$ cat src/rtl/irq_pkg.sv
// Shared types for the interrupt source unit: channel state and default line count.
package irq_pkg;
  localparam int IRQ_NUM_DEF = 16;

  typedef enum logic {IRQ_IDLE, IRQ_PEND} irq_ch_state_t;

  typedef logic [IRQ_NUM_DEF-1:0] irq_vec_t;
endpackage

$ cat src/rtl/irq_channel.sv
// One request line: event synchroniser, rising-edge detect, IDLE/PEND FSM,
// saturating coalesce counter and sticky overflow flag.
module irq_channel
  import irq_pkg::*;
#(
  parameter int SYNC_STAGES = 2,
  parameter int CNT_W       = 4
) (
  input  logic             clk,
  input  logic             rst,
  input  logic             evt_raw,
  input  logic             edge_mode,
  input  logic             ret,
  input  logic             clr,
  output logic             req,
  output logic             ovf,
  output logic [CNT_W-1:0] cnt
);

  localparam logic [CNT_W-1:0] CNT_MAX = '1;
  localparam logic [CNT_W-1:0] CNT_ONE = CNT_W'(1);

  logic          evt_s;
  logic          evt_d;
  logic          rise;
  irq_ch_state_t state;

  generate
    if (SYNC_STAGES == 0) begin : g_bypass
      assign evt_s = evt_raw;
    end else begin : g_sync
      logic [SYNC_STAGES-1:0] sync_q;
      logic [SYNC_STAGES:0]   sync_nxt;

      assign sync_nxt = {sync_q, evt_raw};

      always_ff @(posedge clk or posedge rst) begin
        if (rst) begin
          sync_q <= '0;
        end else begin
          sync_q <= sync_nxt[SYNC_STAGES-1:0];
        end
      end

      assign evt_s = sync_q[SYNC_STAGES-1];
    end
  endgenerate

  // evt_d resets low so a line already high at reset release reads as a rise.
  always_ff @(posedge clk or posedge rst) begin
    if (rst) begin
      evt_d <= 1'b0;
    end else begin
      evt_d <= evt_s;
    end
  end

  assign rise = evt_s & ~evt_d;

  always_ff @(posedge clk or posedge rst) begin
    if (rst) begin
      state <= IRQ_IDLE;
      cnt   <= '0;
      ovf   <= 1'b0;
    end else if (clr) begin
      state <= IRQ_IDLE;
      cnt   <= '0;
      ovf   <= 1'b0;
    end else if (edge_mode) begin
      case (state)
        IRQ_IDLE: begin
          if (rise) begin
            state <= IRQ_PEND;
          end
        end
        IRQ_PEND: begin
          if (ret) begin
            // A rise coinciding with the return replaces the delivery just consumed.
            if (cnt != '0) begin
              if (!rise) begin
                cnt <= cnt - CNT_ONE;
              end
            end else if (!rise) begin
              state <= IRQ_IDLE;
            end
          end else if (rise) begin
            if (cnt == CNT_MAX) begin
              ovf <= 1'b1;
            end else begin
              cnt <= cnt + CNT_ONE;
            end
          end
        end
        default: state <= IRQ_IDLE;
      endcase
    end else begin
      case (state)
        IRQ_IDLE: begin
          if (evt_s) begin
            state <= IRQ_PEND;
          end
        end
        IRQ_PEND: begin
          if (ret) begin
            state <= IRQ_IDLE;
          end
        end
        default: state <= IRQ_IDLE;
      endcase
    end
  end

  assign req = (state == IRQ_PEND);

endmodule

$ cat src/rtl/irq_source_unit.sv
// Peripheral-side interrupt request generator: one irq_channel per line plus
// a combinational readback mux for the per-line coalesce counters.
module irq_source_unit
  import irq_pkg::*;
#(
  parameter int IRQ_NUM     = IRQ_NUM_DEF,
  parameter int SYNC_STAGES = 2,
  parameter int CNT_W       = 4
) (
  input  logic                       clk_i,
  input  logic                       rst_i,
  input  logic [IRQ_NUM-1:0]         event_i,
  input  logic [IRQ_NUM-1:0]         edge_mode_i,
  input  logic [IRQ_NUM-1:0]         irq_ret_i,
  input  logic [IRQ_NUM-1:0]         clr_i,
  output logic [IRQ_NUM-1:0]         irq_req_o,
  output logic [IRQ_NUM-1:0]         ovf_o,
  input  logic [$clog2(IRQ_NUM)-1:0] cnt_sel_i,
  output logic [CNT_W-1:0]           cnt_o
);

  logic [CNT_W-1:0] cnt_arr [IRQ_NUM];

  generate
    for (genvar k = 0; k < IRQ_NUM; k++) begin : g_ch
      irq_channel #(
        .SYNC_STAGES(SYNC_STAGES),
        .CNT_W      (CNT_W)
      ) u_ch (
        .clk      (clk_i),
        .rst      (rst_i),
        .evt_raw  (event_i[k]),
        .edge_mode(edge_mode_i[k]),
        .ret      (irq_ret_i[k]),
        .clr      (clr_i[k]),
        .req      (irq_req_o[k]),
        .ovf      (ovf_o[k]),
        .cnt      (cnt_arr[k])
      );
    end
  endgenerate

  assign cnt_o = cnt_arr[cnt_sel_i];

endmodule

$ cat config.mk
export PLATFORM = sky130hd
export DESIGN_NAME = irq_source_unit
export DESIGN_NICKNAME = d
export VERILOG_FILES = /design/src/rtl/irq_pkg.sv /design/src/rtl/irq_channel.sv /design/src/rtl/irq_source_unit.sv
export SDC_FILE = /design/constraint.sdc
export NUM_CORES = 1
export LEC_CHECK = 0
export CAP_MARGIN = 20
export CORE_MARGIN = 2
export CORE_UTILIZATION = 35
export DETAILED_ROUTE_END_ITERATION = 7
export PLACE_DENSITY_LB_ADDON = 0.15
export SLEW_MARGIN = 20
export SYNTH_ARGS = -nofsm -noshare
export SYNTH_HDL_FRONTEND = slang
export SYNTH_SLANG_ARGS = --single-unit
$ cat constraint.sdc
create_clock -name clk_i -period 11 [get_ports clk_i]
set_clock_uncertainty 0.2 [all_clocks]
set_input_delay 1.65 -clock clk_i [delete_from_list [all_inputs] [get_ports clk_i]]
set_output_delay 1.65 -clock clk_i [all_outputs]
set_load 0.02 [all_outputs]
Word-level counts from Yosys, hierarchy flattened
Index checks and enable logic that the tools add are counted.
{"block": "word_totals", "register_bits": 144, "out_inout_bits": 36}
{"block": "classes", "n_addsub": 32, "n_lt_le_gt_ge": 1, "n_eq_ne": 80, "n_mux": 371, "bitwise_logic": 49, "n_reduce_logical": 128}
{"cell": "4-bit two-way mux", "n": 130}
{"cell": "1-bit two-way mux", "n": 208}
{"cell": "2-bit nonzero test", "n": 64}
{"cell": "3-bit != test, second input constant", "n": 32}
{"cell": "6-bit AND reduction", "n": 16}
{"cell": "5-bit AND reduction", "n": 16}
{"cell": "4-bit by 1-bit adder with 4-bit output, second input constant", "n": 16}
{"cell": "4-bit == test, second input constant", "n": 16}
{"cell": "1-bit one-hot mux with 2 select lines", "n": 32}
{"cell": "4-bit nonzero test", "n": 16}
{"cell": "4-bit by 1-bit subtractor with 4-bit output, second input constant", "n": 16}
{"cell": "3-bit by 1-bit != test with 1-bit output, second input constant", "n": 16}
{"cell": "3-bit nonzero test", "n": 16}
{"cell": "2-bit by 1-bit != test with 1-bit output, second input constant", "n": 16}
{"cell": "1-bit inverter", "n": 32}
{"cell": "1-bit AND", "n": 16}
{"cell": "4-bit binary-select mux with 4-bit select", "n": 1}
{"cell": "5-bit >= comparator, second input constant", "n": 1}
{"cell": "4-bit inverter with 5-bit output", "n": 1}

Longest topological paths before layout
{"block": "logic_depth", "depth_word": 8, "mapped_depth": 6}

Hierarchy
From an unflattened synthesis, not the netlist that was laid out.
{"block": "hier_totals", "hier_cells": 785, "area_unflattened_um2": 8423.1}
{"mod": "irq_channel at g_ch[0].u_ch ...", "instances": 15, "cells_per_inst": 47, "area_per_inst_um2": 494.2, "seq_area_each_um2": 225.2}
{"mod": "irq_source_unit", "instances": 1, "cells_per_inst": 39, "area_per_inst_um2": 554.3, "seq_area_each_um2": 0.0}
{"mod": "irq_channel at g_ch[5].u_ch", "instances": 1, "cells_per_inst": 41, "area_per_inst_um2": 455.4, "seq_area_each_um2": 225.2}

Worst setup path before layout
No wires, ideal clock.
{"block": "synth_timing", "path_type": "input -> output", "startpoint": "input cnt_sel_i[0]", "endpoint": "output cnt_o[0]", "arrival_ns": 2.982, "path_slack_ns": 6.168, "stages": 4, "path_buffers": 2, "path_cell_list": "buf_4 -> buf_6 -> mux4_2 -> mux4_2"}
{"block": "synth_via", "elab_chain_cells": 4}
{"item": "start: declaration", "line_no": "irq_source_unit.sv:18", "rtl": "input logic [$clog2(IRQ_NUM)-1:0] cnt_sel_i,"}
{"item": "4-bit inverter with 5-bit output (implied by the code)", "line_no": "irq_source_unit.sv:43", "rtl": "assign cnt_o = cnt_arr[cnt_sel_i];"}
{"item": "4-bit binary-select mux with 4-bit select", "line_no": "irq_source_unit.sv:43"}
{"item": "4-bit two-way mux (implied by the code) (2 in series)", "line_no": "irq_source_unit.sv:43"}
{"item": "end: declaration", "line_no": "irq_source_unit.sv:19", "rtl": "output logic [CNT_W-1:0] cnt_o"}
No other way between the ends. The select of a mux whose other input is x is not followed.

Final worst setup path
Ends and elaborated chain as after synthesis.

==> results.sh <==
export IMPL_outcome="completed"
export IMPL_max_stage_delay_ns=1.00
export IMPL_place_hpwl_microns=13700
export IMPL_nets=905
export IMPL_hold_viol_final=0
export IMPL_numCtsBuffers=17
export IMPL_cp_required_ns=9.15
export IMPL_io_pins=106
export IMPL_critical_path_depth=4
export IMPL_drc=0
export IMPL_hp_class="flip-flop to flip-flop"
export IMPL_synth_area_leader_cell="dfrtp_1"
export IMPL_critPathLaunchType="input pin"
export IMPL_place_ws_ns=4.70
export IMPL_slew_viol_final=0
export IMPL_post_place_cells=1053
export IMPL_instances_no_fill=1084
export IMPL_cp_end_kind="output pin"
export IMPL_grt_pass1_vias=5894
export IMPL_r2r_worst_path_cells=5
export IMPL_grt_pass1_wl_microns=30700
export IMPL_io_buffers=105
export IMPL_p_switching_uw=302
export IMPL_rsz0062_at_grt="no"
export IMPL_min_period_ns=6.24
export IMPL_grt_max_degree=79
export IMPL_yosys_top_cells_area="dfrtp_1, mux2i_1, ha_1, mux4_2, nor2_1"
export IMPL_p_per_area_nw_per_um2=136
export IMPL_netlist_area_sq_um=8020
export IMPL_vias=5664
export IMPL_cts_sinks=144
export IMPL_synth_ff_type="dfrtp_1"
export IMPL_relSlewSlack_pct=42.4
export IMPL_routabilityCongestion=0.775
export IMPL_clk_latency_ns=0.42
export IMPL_drtPass1Iterations=4
export IMPL_drt_initial_drc_count=400
export IMPL_cts_tree="done"
export IMPL_syn_inst=698
export IMPL_synth_top_cell_area_share_pct=44.9
export IMPL_wirelength_microns=18400
export IMPL_avgSynthCellArea_sq_um=11.5
export IMPL_crit_fanout=16
export IMPL_via_per_inst=5.23
export IMPL_p_seq_share_pct=41.8
export IMPL_crit_chain="clkdlybuf4s50_1 -> mux4_1 -> mux4_2 -> clkdlybuf4s50_1"
export IMPL_post_cts_buffers=0
export IMPL_cts_repair_resized=0
export IMPL_cpMostUsedCell="clkdlybuf4s50_1"
export IMPL_die_h_microns=155
export IMPL_synth_edf_count=0
export IMPL_setup_viol=0
export IMPL_max_freq_ghz=0.160
export IMPL_gr_total_overflow=0
export IMPL_cts_root_buf="clkbuf_16"
export IMPL_synth_nets=816
export IMPL_fin_util_pct=43.6
export IMPL_dieArea_sq_um=24200
export IMPL_power_frac_clock_pct=49.1
export IMPL_p_sw_share_pct=22.5
export IMPL_postCtsHoldBufs=0
export IMPL_irDropWorstVdd_v=0.0000924
export IMPL_dieWidth_microns=155
export IMPL_layout_commonest_cell="dfrtp_1"
export IMPL_worst_hold_slack_ns=0.146
export IMPL_ys_warnings_count=0
export IMPL_final_period_utilization_pct=56.7
export IMPL_areaGrowthSynthToFinish_pct=22.5
export IMPL_internal_power_uw=1040
export IMPL_crit_buf_inv=2
export IMPL_crit_family="buffers and inverters"
export IMPL_rows=55
export IMPL_async_reset_ff_share_pct=100
export IMPL_setup_slack_ns=4.76
export IMPL_cap_violations=0
export IMPL_path_clk_slew_ns=0.06
export IMPL_crit_arrival_ns=4.39
export IMPL_initial_core_util_pct=35.5
export IMPL_postRouteAntennaNets=0
export IMPL_worstMarginPinSlew_ns=0.865
export IMPL_yosysSeqAreaShare_pct=44.9
export IMPL_combPwrFrac_pct=9.1
export IMPL_mostFrequentLayoutCells="dfrtp_1, clkdlybuf4s50_1, nor2_1"
export IMPL_clockBufferDepth=2
export IMPL_final_setup_tns_ns=0
export IMPL_layout_drive_gt1_share_pct=10.7
export IMPL_core_area_sq_um=22600
export IMPL_ys_seq_elements=144
export IMPL_p_leak_uw=0.00448
export IMPL_grt_antenna_before_repair=2
export IMPL_h_tree_depth=4
export IMPL_hold_path_depth=0
export IMPL_netlist_cell_type_count=41
export IMPL_worstSetupPathType="input pin to output pin"
export IMPL_wire_per_inst_microns=17.0
export IMPL_grt_use_total_pct=16.2
export IMPL_crit_path_top_delay_cell="clkdlybuf4s50_1"
-- worst register-to-register path, cell delays in order, from the launching register on --
cell      delay, ns
dfrtp_1        0.46
or4_1          0.58
and3_4         0.21
o211ai_4       0.25
mux2i_1        0.25
nor2_1         0.08
-- cell type report --
cell class	instances	area (sq um)
clock inverter	11	211
antenna	1	2.50
sequential	144	3600
tap	285	357
fill	2095	12700
timing repair buffer	106	1060
multi-input combinational	517	4140
clock buffer	19	453
inverter	1	8.76
-- per-layer routing --
layer,track usage [%],up-vias,part of all wire [%]
met5,0,-,0
met4,6.29,0,2.5
met3,3.57,24,4.4
met2,26.9,115,49
met1,20.6,2825,44
li1,-,2700,-
-- final timing paths --
kind	startpoint	endpoint	slack, ns
min in group asynchronous	rst_i	g_ch[4].u_ch.evt_d	1.54
max	cnt_sel_i[0]	cnt_o[0]	4.76
min reg2reg	g_ch[14].u_ch.g_sync.sync_q[0]	g_ch[14].u_ch.g_sync.sync_q[1]	0.15
max in group asynchronous	rst_i	g_ch[13].u_ch.cnt[3]	7.72
max reg2reg	g_ch[8].u_ch.cnt[0]	g_ch[8].u_ch.cnt[1]	8.85
min	g_ch[14].u_ch.g_sync.sync_q[0]	g_ch[14].u_ch.g_sync.sync_q[1]	0.15
-- power groups by stage --
stage                     clock [uW]  combinational [uW]  sequential [uW]
after floorplan                    0                69.0              565
final                            657                 122              560
after global placement             0                 119              568
after detailed placement           0                 124              569
after CTS                        679                 125              560
after global routing             698                 136              562
-- kinds of logic after synthesis --
logic type,Yosys count,share of synthesized area [%]
adders and majority gates,48,8.98
buffers and inverters,37,3.51
muxes,62,11.0
and+or+nand+nor,243,15.6
xor gates and xnor gates,48,5.24
AOI/OAI and AO/OA,116,10.8
DFF,144,44.9
-- metrics by stage --
step / instance area (sq um) / total power [uW]
3_5_place_dp: 9170 / 693
3_3_place_gp: 9170 / 688
6_report: 9830 / 1340
2_1_floorplan: 8020 / 634
5_1_grt: 9830 / 1400
4_1_cts: 9830 / 1360
-- Yosys cell counts, types with 3 or more instances --
cell type and instances:
o21ai_1 4, dfrtp_1 144, ha_1 32, a21o_2 3, a21oi_2 6, a21oi_1 36, or2_0 3, a21o_1 13
a41oi_1 7, mux4_1 3, a31o_2 6, or3_1 14, xor2_1 30, a22oi_1 16, and4_1 7, o211ai_4 5
mux2i_1 42, nand2_1 43, nor4_1 5, xnor2_1 18, nor3_2 4, buf_4 34, fa_1 16, o21ba_2 3
nand3_1 9, nand2b_1 22, nor3_1 5, a211o_1 5, a211oi_1 6, nor2_1 95, nand4_1 7, or4_1 16
and3_4 5, mux4_2 17, o21ai_0 6
-- state kept, by name, summed over array words and instances, names as in the netlist --
signal                   flops
g_ch.u_ch.ovf               16
g_ch.u_ch.evt_d             16
g_ch.u_ch.req               16
g_ch.u_ch.g_sync.sync_q     32
g_ch.u_ch.cnt               64
(Power assumes the default switching activity.)
